**src/rtl/ps2_rx_ctrl.sv**
```systemverilog
// PS/2 device-to-host receiver: pin synchronisers, 11-bit frame sequencer,
// frame checking, scan-code FIFO, sticky error flags and a level interrupt.
module ps2_rx_ctrl #(
  parameter int unsigned FIFO_DEPTH  = 8,
  parameter int unsigned TIMEOUT_CYC = 20000
) (
  input  logic                          clk_i,
  input  logic                          rst_i,
  input  logic                          en_i,
  input  logic                          ps2_clk_i,
  input  logic                          ps2_dat_i,
  input  logic                          rd_en_i,
  input  logic                          clr_err_i,
  input  logic                          irq_en_i,
  output logic [7:0]                    dat_o,
  output logic                          valid_o,
  output logic [$clog2(FIFO_DEPTH):0]   cnt_o,
  output logic                          perr_o,
  output logic                          ferr_o,
  output logic                          ovf_o,
  output logic                          irq_o
);

  localparam int unsigned AW = $clog2(FIFO_DEPTH);
  localparam int unsigned TW = $clog2(TIMEOUT_CYC);
  localparam logic [TW-1:0] ToLast = TW'(TIMEOUT_CYC - 1);
  localparam logic [AW:0]   DepthV = (AW + 1)'(FIFO_DEPTH);

  typedef enum logic [1:0] {
    StIdle,
    StData,
    StParity,
    StStop
  } state_e;

  // Synchroniser and edge-detect state
  logic r_clk_s1, r_clk_s2, r_clk_prev;
  logic r_dat_s1, r_dat_s2;
  logic w_fe;
  logic w_bit;

  // Frame sequencer state
  state_e        r_state, w_state_d;
  logic [2:0]    r_bit_cnt, w_bit_cnt_d;
  logic [7:0]    r_shift, w_shift_d;
  logic          r_par, w_par_d;
  logic [TW-1:0] r_to_cnt, w_to_cnt_d;
  logic          w_push;
  logic          w_perr_set;
  logic          w_ferr_set;

  // FIFO state
  logic [7:0]    r_mem [FIFO_DEPTH];
  logic [AW:0]   r_wptr, r_rptr;
  logic [AW:0]   w_cnt;
  logic          w_valid;
  logic          w_full;
  logic          w_pop;
  logic          w_wr;
  logic          w_ovf_set;

  // Flags and interrupt
  logic r_perr, r_ferr, r_ovf, r_irq;

  // Two-flop synchronisers on both pins plus one delay stage for edge detection.
  // They idle high so reset never looks like a falling edge.
  always_ff @(posedge clk_i) begin
    if (rst_i) begin
      r_clk_s1   <= 1'b1;
      r_clk_s2   <= 1'b1;
      r_clk_prev <= 1'b1;
      r_dat_s1   <= 1'b1;
      r_dat_s2   <= 1'b1;
    end else begin
      r_clk_s1   <= ps2_clk_i;
      r_clk_s2   <= r_clk_s1;
      r_clk_prev <= r_clk_s2;
      r_dat_s1   <= ps2_dat_i;
      r_dat_s2   <= r_dat_s1;
    end
  end

  assign w_fe  = r_clk_prev & ~r_clk_s2;
  assign w_bit = r_dat_s2;

  // Sequencer state register
  always_ff @(posedge clk_i) begin
    if (rst_i) begin
      r_state   <= StIdle;
      r_bit_cnt <= 3'd0;
      r_shift   <= 8'd0;
      r_par     <= 1'b0;
      r_to_cnt  <= '0;
    end else begin
      r_state   <= w_state_d;
      r_bit_cnt <= w_bit_cnt_d;
      r_shift   <= w_shift_d;
      r_par     <= w_par_d;
      r_to_cnt  <= w_to_cnt_d;
    end
  end

  // Next-state: frame on PS/2 falling edges, abort a stalled frame on timeout
  always_comb begin
    w_state_d   = r_state;
    w_bit_cnt_d = r_bit_cnt;
    w_shift_d   = r_shift;
    w_par_d     = r_par;
    w_to_cnt_d  = r_to_cnt;
    w_push      = 1'b0;
    w_perr_set  = 1'b0;
    w_ferr_set  = 1'b0;

    if (!en_i) begin
      w_state_d   = StIdle;
      w_bit_cnt_d = 3'd0;
      w_to_cnt_d  = '0;
    end else if (w_fe) begin
      w_to_cnt_d = '0;
      unique case (r_state)
        StIdle: begin
          // A high bit here is a glitch, not a start bit
          if (!w_bit) begin
            w_state_d   = StData;
            w_bit_cnt_d = 3'd0;
            w_shift_d   = 8'd0;
          end
        end
        StData: begin
          w_shift_d[r_bit_cnt] = w_bit;
          w_bit_cnt_d          = r_bit_cnt + 3'd1;
          if (r_bit_cnt == 3'd7) begin
            w_state_d = StParity;
          end
        end
        StParity: begin
          w_par_d   = w_bit;
          w_state_d = StStop;
        end
        StStop: begin
          w_state_d   = StIdle;
          w_bit_cnt_d = 3'd0;
          // A bad stop bit masks a parity error
          if (!w_bit) begin
            w_ferr_set = 1'b1;
          end else if (^{r_shift, r_par} != 1'b1) begin
            w_perr_set = 1'b1;
          end else begin
            w_push = 1'b1;
          end
        end
        default: begin
          w_state_d = StIdle;
        end
      endcase
    end else if (r_state == StIdle) begin
      w_to_cnt_d = '0;
    end else if (r_to_cnt == ToLast) begin
      w_state_d   = StIdle;
      w_bit_cnt_d = 3'd0;
      w_to_cnt_d  = '0;
      w_ferr_set  = 1'b1;
    end else begin
      w_to_cnt_d = r_to_cnt + TW'(1);
    end
  end

  // FIFO status; pointers carry an extra wrap bit so full and empty differ
  assign w_cnt     = r_wptr - r_rptr;
  assign w_valid   = (r_wptr != r_rptr);
  assign w_full    = (w_cnt == DepthV);
  assign w_pop     = rd_en_i & w_valid;
  // A simultaneous pop frees the slot, so a push into a full FIFO still lands
  assign w_wr      = w_push & (~w_full | w_pop);
  assign w_ovf_set = w_push & w_full & ~w_pop;

  // FIFO pointers
  always_ff @(posedge clk_i) begin
    if (rst_i) begin
      r_wptr <= '0;
      r_rptr <= '0;
    end else begin
      if (w_wr) begin
        r_wptr <= r_wptr + (AW + 1)'(1);
      end
      if (w_pop) begin
        r_rptr <= r_rptr + (AW + 1)'(1);
      end
    end
  end

  // FIFO storage; contents are only visible while valid, so no reset needed
  always_ff @(posedge clk_i) begin
    if (w_wr) begin
      r_mem[r_wptr[AW-1:0]] <= r_shift;
    end
  end

  // Sticky error flags; a new error outranks a clear in the same cycle
  always_ff @(posedge clk_i) begin
    if (rst_i) begin
      r_perr <= 1'b0;
      r_ferr <= 1'b0;
      r_ovf  <= 1'b0;
    end else begin
      if (w_perr_set) begin
        r_perr <= 1'b1;
      end else if (clr_err_i) begin
        r_perr <= 1'b0;
      end
      if (w_ferr_set) begin
        r_ferr <= 1'b1;
      end else if (clr_err_i) begin
        r_ferr <= 1'b0;
      end
      if (w_ovf_set) begin
        r_ovf <= 1'b1;
      end else if (clr_err_i) begin
        r_ovf <= 1'b0;
      end
    end
  end

  // Level interrupt, registered from the current status
  always_ff @(posedge clk_i) begin
    if (rst_i) begin
      r_irq <= 1'b0;
    end else begin
      r_irq <= irq_en_i & (w_valid | r_perr | r_ferr | r_ovf);
    end
  end

  assign dat_o   = w_valid ? r_mem[r_rptr[AW-1:0]] : 8'd0;
  assign valid_o = w_valid;
  assign cnt_o   = w_cnt;
  assign perr_o  = r_perr;
  assign ferr_o  = r_ferr;
  assign ovf_o   = r_ovf;
  assign irq_o   = r_irq;

endmodule

```
**config.mk**
```make
export PLATFORM = sky130hd
export DESIGN_NAME = ps2_rx_ctrl
export DESIGN_NICKNAME = d
export VERILOG_FILES = /design/src/rtl/ps2_rx_ctrl.sv
export SDC_FILE = /design/constraint.sdc
export NUM_CORES = 1
export LEC_CHECK = 0
export ABC_AREA = 1
export BUFFER_PORTS_ARGS = -buffer_cell sky130_fd_sc_hd__buf_4
export CELL_PAD_IN_SITES_DETAIL_PLACEMENT = 2
export CELL_PAD_IN_SITES_GLOBAL_PLACEMENT = 2
export CORE_MARGIN = 2
export CORE_UTILIZATION = 42
export CTS_CLUSTER_DIAMETER = 120
export DETAILED_ROUTE_END_ITERATION = 8
export PLACE_DENSITY_LB_ADDON = 0.1
export SETUP_SLACK_MARGIN = 0.4
export SKIP_CTS_REPAIR_TIMING = 1
export SYNTH_ARGS = -nofsm -noshare
export SYNTH_HDL_FRONTEND = slang
export SYNTH_SLANG_ARGS = --single-unit
```
**constraint.sdc**
```tcl
create_clock -name clk_i -period 6.6 [get_ports clk_i]
set_input_delay 0.33 -clock clk_i [delete_from_list [all_inputs] [get_ports clk_i]]
set_output_delay 0.33 -clock clk_i [all_outputs]
set_load 0.02 [all_outputs]
```
==> results.cfg, run 1 <==
[finish]
layout.nets = 593
area_growth_pct = 20.0
num-fill-cells = 1230
final_layout_size_suffix_gt1_frac = 0.145
insertedDiodeCount = 0
final_cells = 732

[power]
p_int_mw = 1.56
p_seq_frac = 0.377
switching_power_mw = 0.423
power_density_mw_per_mm2 = 327
p_comb_frac = 0.067
power.clock.fraction = 0.556
peakVddDrop_uv = 199
switching_share = 0.213
p_leak_nw = 2.38

[grt]
grt_first_pass_wirelength_um = 25900
grt_pass1_vias = 4674
grt_overflow = 0
grt_max_degree = 34
antenna_found_initial = 0
track_usage = 0.269

[timing]
rsz0062_at_grt = no
hold_viol_final = 0
skew_ns = 0.00728
fin_tns_setup_ns = 0
tightest_slew_ns = 0.929
max_freq_mhz = 332
max_slew_margin = 0.379
drv_slew = 0
fin_crit_sh = 0.456
fin_crit_ns = 3.01
setup_viol = 0

[worst_setup_path]
cp.arrival_ns = 2.68
crit_required_ns = 6.27
r2r_slack_ns = 3.60
criticalPathCategory = flip-flop to output port
r2r_cells = 10
r2r_start = r_wptr[2]
startpoint_type = flip-flop
cp_max_fo = 33
worstSetupEndpointType = output port
r2r_end = r_mem[1][7]

[synthesis]
ys_seq_area_frac = 0.574
yosys.area.top_type = edfxtp_1
ys_types = 40
syn_inst = 542
ys.flop_type = edfxtp_1
netlist.area_leader.share = 0.380
yosys-top-cells-count = nor2_1 (83), nand2_1 (81), edfxtp_1 (64)
synth_nets = 563
ys_seq_elements = 113
synth_warnings = 0
synth-edff-count = 64
synthesis.area_sq_mm = 0.00506
syn_area_per_cell_sq_um = 9.33
yosysMostFrequentCell = nor2_1
netlist_top_cells_area = edfxtp_1 (38%), dfxtp_1 (19%), nor2_1 (6.2%)
async_reset_ff_frac = 0

[routing]
dr.pass1.iters = 4
final_antenna_net_count = 0
wl_um = 16200
drt_iter0_drc = 237
detail_route.wl_per_cell_um = 22.2
route.detailed.drc = 0
vias_per_cell = 5.54
num_vias = 4055

[hold_path]
worstHoldStart = ps2_clk_i
min_to = r_clk_s1
hp-class = input port to flip-flop
holdPathStages = 2

[clocking]
cts-root-buf = clkbuf_16
clock_sinks = 113
clockBufferDepth = 2
cts_tree = built
cts.htree.levels = 4
path_clk_slew_ns = 0.06
cts-buffers-inserted = 17
clk-insertion-delay-late_ns = 0.42

[placement]
gp_routability_congestion = 0.814
dpl.hpwl_um = 10200
post-place-cells = 700
portBuffers = 24

[floorplanning]
rows = 40
initial_core_util = 0.426
design.die.area_sq_mm = 0.0129
ios = 25
fp.dieW_um = 114
coreArea_sq_mm = 0.0119
die_h_um = 114

[run]
maxCapViolations = 0

[outcome]
status = finished clean
-- power groups by stage --
stage	logic [mW]	registers (mW)	clock network, mW
2_1_floorplan	0.0844	0.759	0
3_3_place_gp	0.120	0.762	0
3_5_place_dp	0.128	0.762	0
4_1_cts	0.134	0.748	1.12
5_1_grt	0.145	0.748	1.15
6_report	0.133	0.748	1.10
-- critical path, stage by stage, from the launching register on --
cell and delay, ns:
dfxtp_1 0.29, buf_4 0.24, inv_1 0.72, o21ai_0 0.24, o22ai_1 0.17, o21ai_0 0.13
a31oi_1 0.26, buf_4 0.19
-- placed cells by master (no fill, tap or decap), types with 2 or more instances in the layout --
cell        n
clkbuf_16  17
clkbuf_1    2
clkinv_1    2
nor2_1     83
nand3_2     2
bufinv_16   8
nand2_2     6
edfxtp_1   64
ha_1       12
nand3_1    17
a211oi_1    2
dfxtp_1    49
inv_1      53
nor2_2      4
a21oi_1    29
clkinv_2    3
or2_2       4
inv_2       5
xnor2_1     2
nand2_1    81
nor3_1     12
a31oi_1     8
xor2_1      3
nand4_2     2
o21ai_0    57
and3_1      2
buf_4      25
nand4_1     7
o22ai_1     8
nor3b_1     3
-- cell type report --
class                   instances  area (sq um)  area share
flip-flops and latches        113          2900       0.478
multi-input cells             357          1880       0.310
clock buffers                  19           433      0.0713
clock inverters                13           263      0.0433
inverters                      58           218      0.0359
repair buffers                 25           188      0.0309
well taps                     147           184      0.0303
-- flip-flops by register name (all words and copies together) (netlist names), 2 cells and up, named ones only --
name,flops
r_bit_cnt,3
r_mem,64
r_rptr,4
r_shift,8
r_state,2
r_to_cnt,15
r_wptr,4
-- metrics by stage --
| stage | util | instance area [sq um] | total power, mW | worst slack, ns | hold WS [ns] |
|---|---|---|---|---|---|
| after global routing | 0.512 | 6070 | 2.04 | 3.38 | 0.0983 |
| after floorplan | - | 5060 | 0.844 | 4.27 | 0.389 |
| after detailed placement | 0.453 | 5370 | 0.890 | 3.66 | 0.405 |
| after global placement | 0.453 | 5370 | 0.882 | 3.93 | 0.395 |
| after CTS | 0.512 | 6070 | 2.00 | 3.56 | 0.0890 |
| final | 0.512 | 6070 | 1.99 | 3.59 | 0.100 |
-- metal layers --
layer | vias up | wire length, um | track usage
met3 | 29 | 537 | 0.0595
met2 | 78 | 8730 | 0.489
met4 | 0 | 394 | 0.101
met5 | - | 0 | 0
li1 | 1908 | - | -
met1 | 2040 | 6560 | 0.309
-- cell families after synthesis --
family          after synthesis  synth area share
compound gates              106             0.111
xor+xnor                      7            0.0151
fa+ha+maj                    13            0.0336
buf+inv                      72            0.0539
flops                       113             0.574
simple gates                231             0.212
-- worst max-delay path by stage --
| stage | from | endpoint | slack [ns] | cells past startpoint |
|---|---|---|---|---|
| 2_1_floorplan | r_wptr[0] | r_mem[1][0] | 4.27 | 9 |
| 3_3_place_gp | r_wptr[0] | r_mem[1][3] | 3.93 | 11 |
| 3_5_place_dp | r_wptr[2] | r_mem[1][3] | 3.66 | 10 |
| 4_1_cts | flip-flop | dat_o[6] | 3.56 | 7 |
| 5_1_grt | flip-flop | dat_o[6] | 3.38 | 7 |
| 6_report | flip-flop | dat_o[6] | 3.59 | 7 |
(Power assumes the default switching activity.)
==> run 2: changes to the inputs <==
--- a/config.mk
+++ b/config.mk
@@ -10,7 +10,7 @@
 export CELL_PAD_IN_SITES_DETAIL_PLACEMENT = 2
 export CELL_PAD_IN_SITES_GLOBAL_PLACEMENT = 2
 export CORE_MARGIN = 2
-export CORE_UTILIZATION = 42
+export CORE_UTILIZATION = 35
 export CTS_CLUSTER_DIAMETER = 120
 export DETAILED_ROUTE_END_ITERATION = 8
 export PLACE_DENSITY_LB_ADDON = 0.1
==> constraint.sdc (replaced) <==
create_clock -name clk_i -period 2.7 [get_ports clk_i]
set_input_delay 0.135 -clock clk_i [delete_from_list [all_inputs] [get_ports clk_i]]
set_output_delay 0.135 -clock clk_i [all_outputs]
set_load 0.02 [all_outputs]
==> results.cfg, run 2 (synthesis gave the netlist of run 1 again) <==
[grt]
grt_max_degree = 33
grt_first_pass_wirelength_um = 23700
antenna_found_initial = 0
grt_pass1_vias = 4412
grt_overflow = 0
track_usage = 0.197

[routing]
vias_per_cell = 5.07
final_antenna_net_count = 0
num_vias = 4033
route.detailed.drc = 0
dr.pass1.iters = 4
drt_iter0_drc = 184
detail_route.wl_per_cell_um = 18.7
wl_um = 14900

[worst_setup_path]
critPathSlowestCell = fa_2
worstSetupEndpointType = flip-flop
startpoint_type = flip-flop
r2r_slack_ns = 0.40
cp_max_fo = 8
crit_required_ns = 2.79
path_common_cell = nor2_4
criticalPathCategory = flip-flop to flip-flop
cp.arrival_ns = 2.38
slowest_delay_ns = 0.40
path_cells = inv_6 > ha_4 > fa_2 > xor2_2 > nand3_2 > nor2_4 > nand2_4 > nand3_4 > inv_4 > nand2_8 > nor2_4
r2r_cells = 11

[clocking]
cts-buffers-inserted = 17
clock_sinks = 113
clk-insertion-delay-late_ns = 0.42
cts_tree = built
path_clk_slew_ns = 0.05
clockBufferDepth = 2
cts.htree.levels = 4
cts-root-buf = clkbuf_16

[timing]
tightest_slew_ns = 0.543
skew_ns = 0.00889
hold_viol_final = 0
drv_slew = 0
fin_crit_sh = 0.850
fin_tns_setup_ns = 0
postLayoutSetupSlackWorst_ns = 0.405
max_slew_margin = 0.636
rsz0062_at_grt = yes
fin_crit_ns = 2.30
max_freq_mhz = 436
setup_viol = 0

[finish]
largest_reg_flops = 64
final_util = 0.455
stdcell_area_sq_mm = 0.00637
insertedDiodeCount = 0
area_growth_pct = 25.9
final_common_cell = nand2_1
mostFrequentLayoutCells = nand2_1 (81), nor2_1 (80), edfxtp_1 (64)
final_layout_size_suffix_gt1_frac = 0.213
layout.nets = 624

[floorplanning]
fp.dieW_um = 124
die_h_um = 124
coreArea_sq_mm = 0.0140
design.die.area_sq_mm = 0.0154
ios = 25
rows = 43
initial_core_util = 0.362

[hold_path]
hp-class = input port to flip-flop
holdPathStages = 4

[placement]
dpl_cell_area_sq_mm = 0.00554
portBuffers = 24
dpl.hpwl_um = 10300
place_worst_setup_slack_ns = 0.0926
gp_routability_congestion = 0.769

[outcome]
status = finished clean

[power]
peakVddDrop_uv = 312
power_density_mw_per_mm2 = 684
p_leak_nw = 2.49

[run]
maxCapViolations = 0
[run 2: report_power, final]
group	switching, mW	internal (mW)	leakage (nW)
combinational	0.230	0.151	1.20
sequential	0.0115	1.81	1.01
clock	0.775	1.38	0.280
[run 2: critical path: cells and delay by family (launching register included)]
kind | cells | cell delay [ns]
XOR/XNOR | 1 | 0.17
buffers and inverters | 2 | 0.15
AND/OR/NAND/NOR | 6 | 0.69
flip-flops | 1 | 0.39
adder cells (fa/ha/maj) | 2 | 0.56
[run 2: final cells by class]
cell class / count / area (sq um)
clock buffers: 22 / 495
clock inverters: 10 / 81.3
fillers: 1524 / 7620
inverters: 58 / 233
multi-input cells: 357 / 1980
flip-flops and latches: 113 / 2910
well taps: 180 / 225
repair buffers: 56 / 443
[run 2: per-stage QoR]
step	power (mW)	instances	hold slack, ns
after detailed placement	2.18	749	0.323
after floorplan	2.06	542	0.239
after global placement	2.17	749	0.323
final	4.36	796	0.0179
after global routing	4.51	796	0.0388
after CTS	4.34	781	-0.112
[run 2: path summary, 6_finish.rpt]
path | startpoint | to
worst max-delay path | r_wptr[0] | r_mem[4][2]
worst min-delay path | clr_err_i | ferr_o
worst max register to register | r_wptr[0] | r_mem[4][2]
worst min register to register | r_dat_s1 | r_dat_s2
[run 2: metal layers]
layer,part of all wire,wire length [um],vias to the layer above,global-route usage
li1,-,-,1961,-
met1,0.44,6590,2011,0.239
met2,0.52,7730,42,0.343
met3,0.021,309,19,0.0460
met4,0.019,285,0,0.0714
met5,0,0,-,0
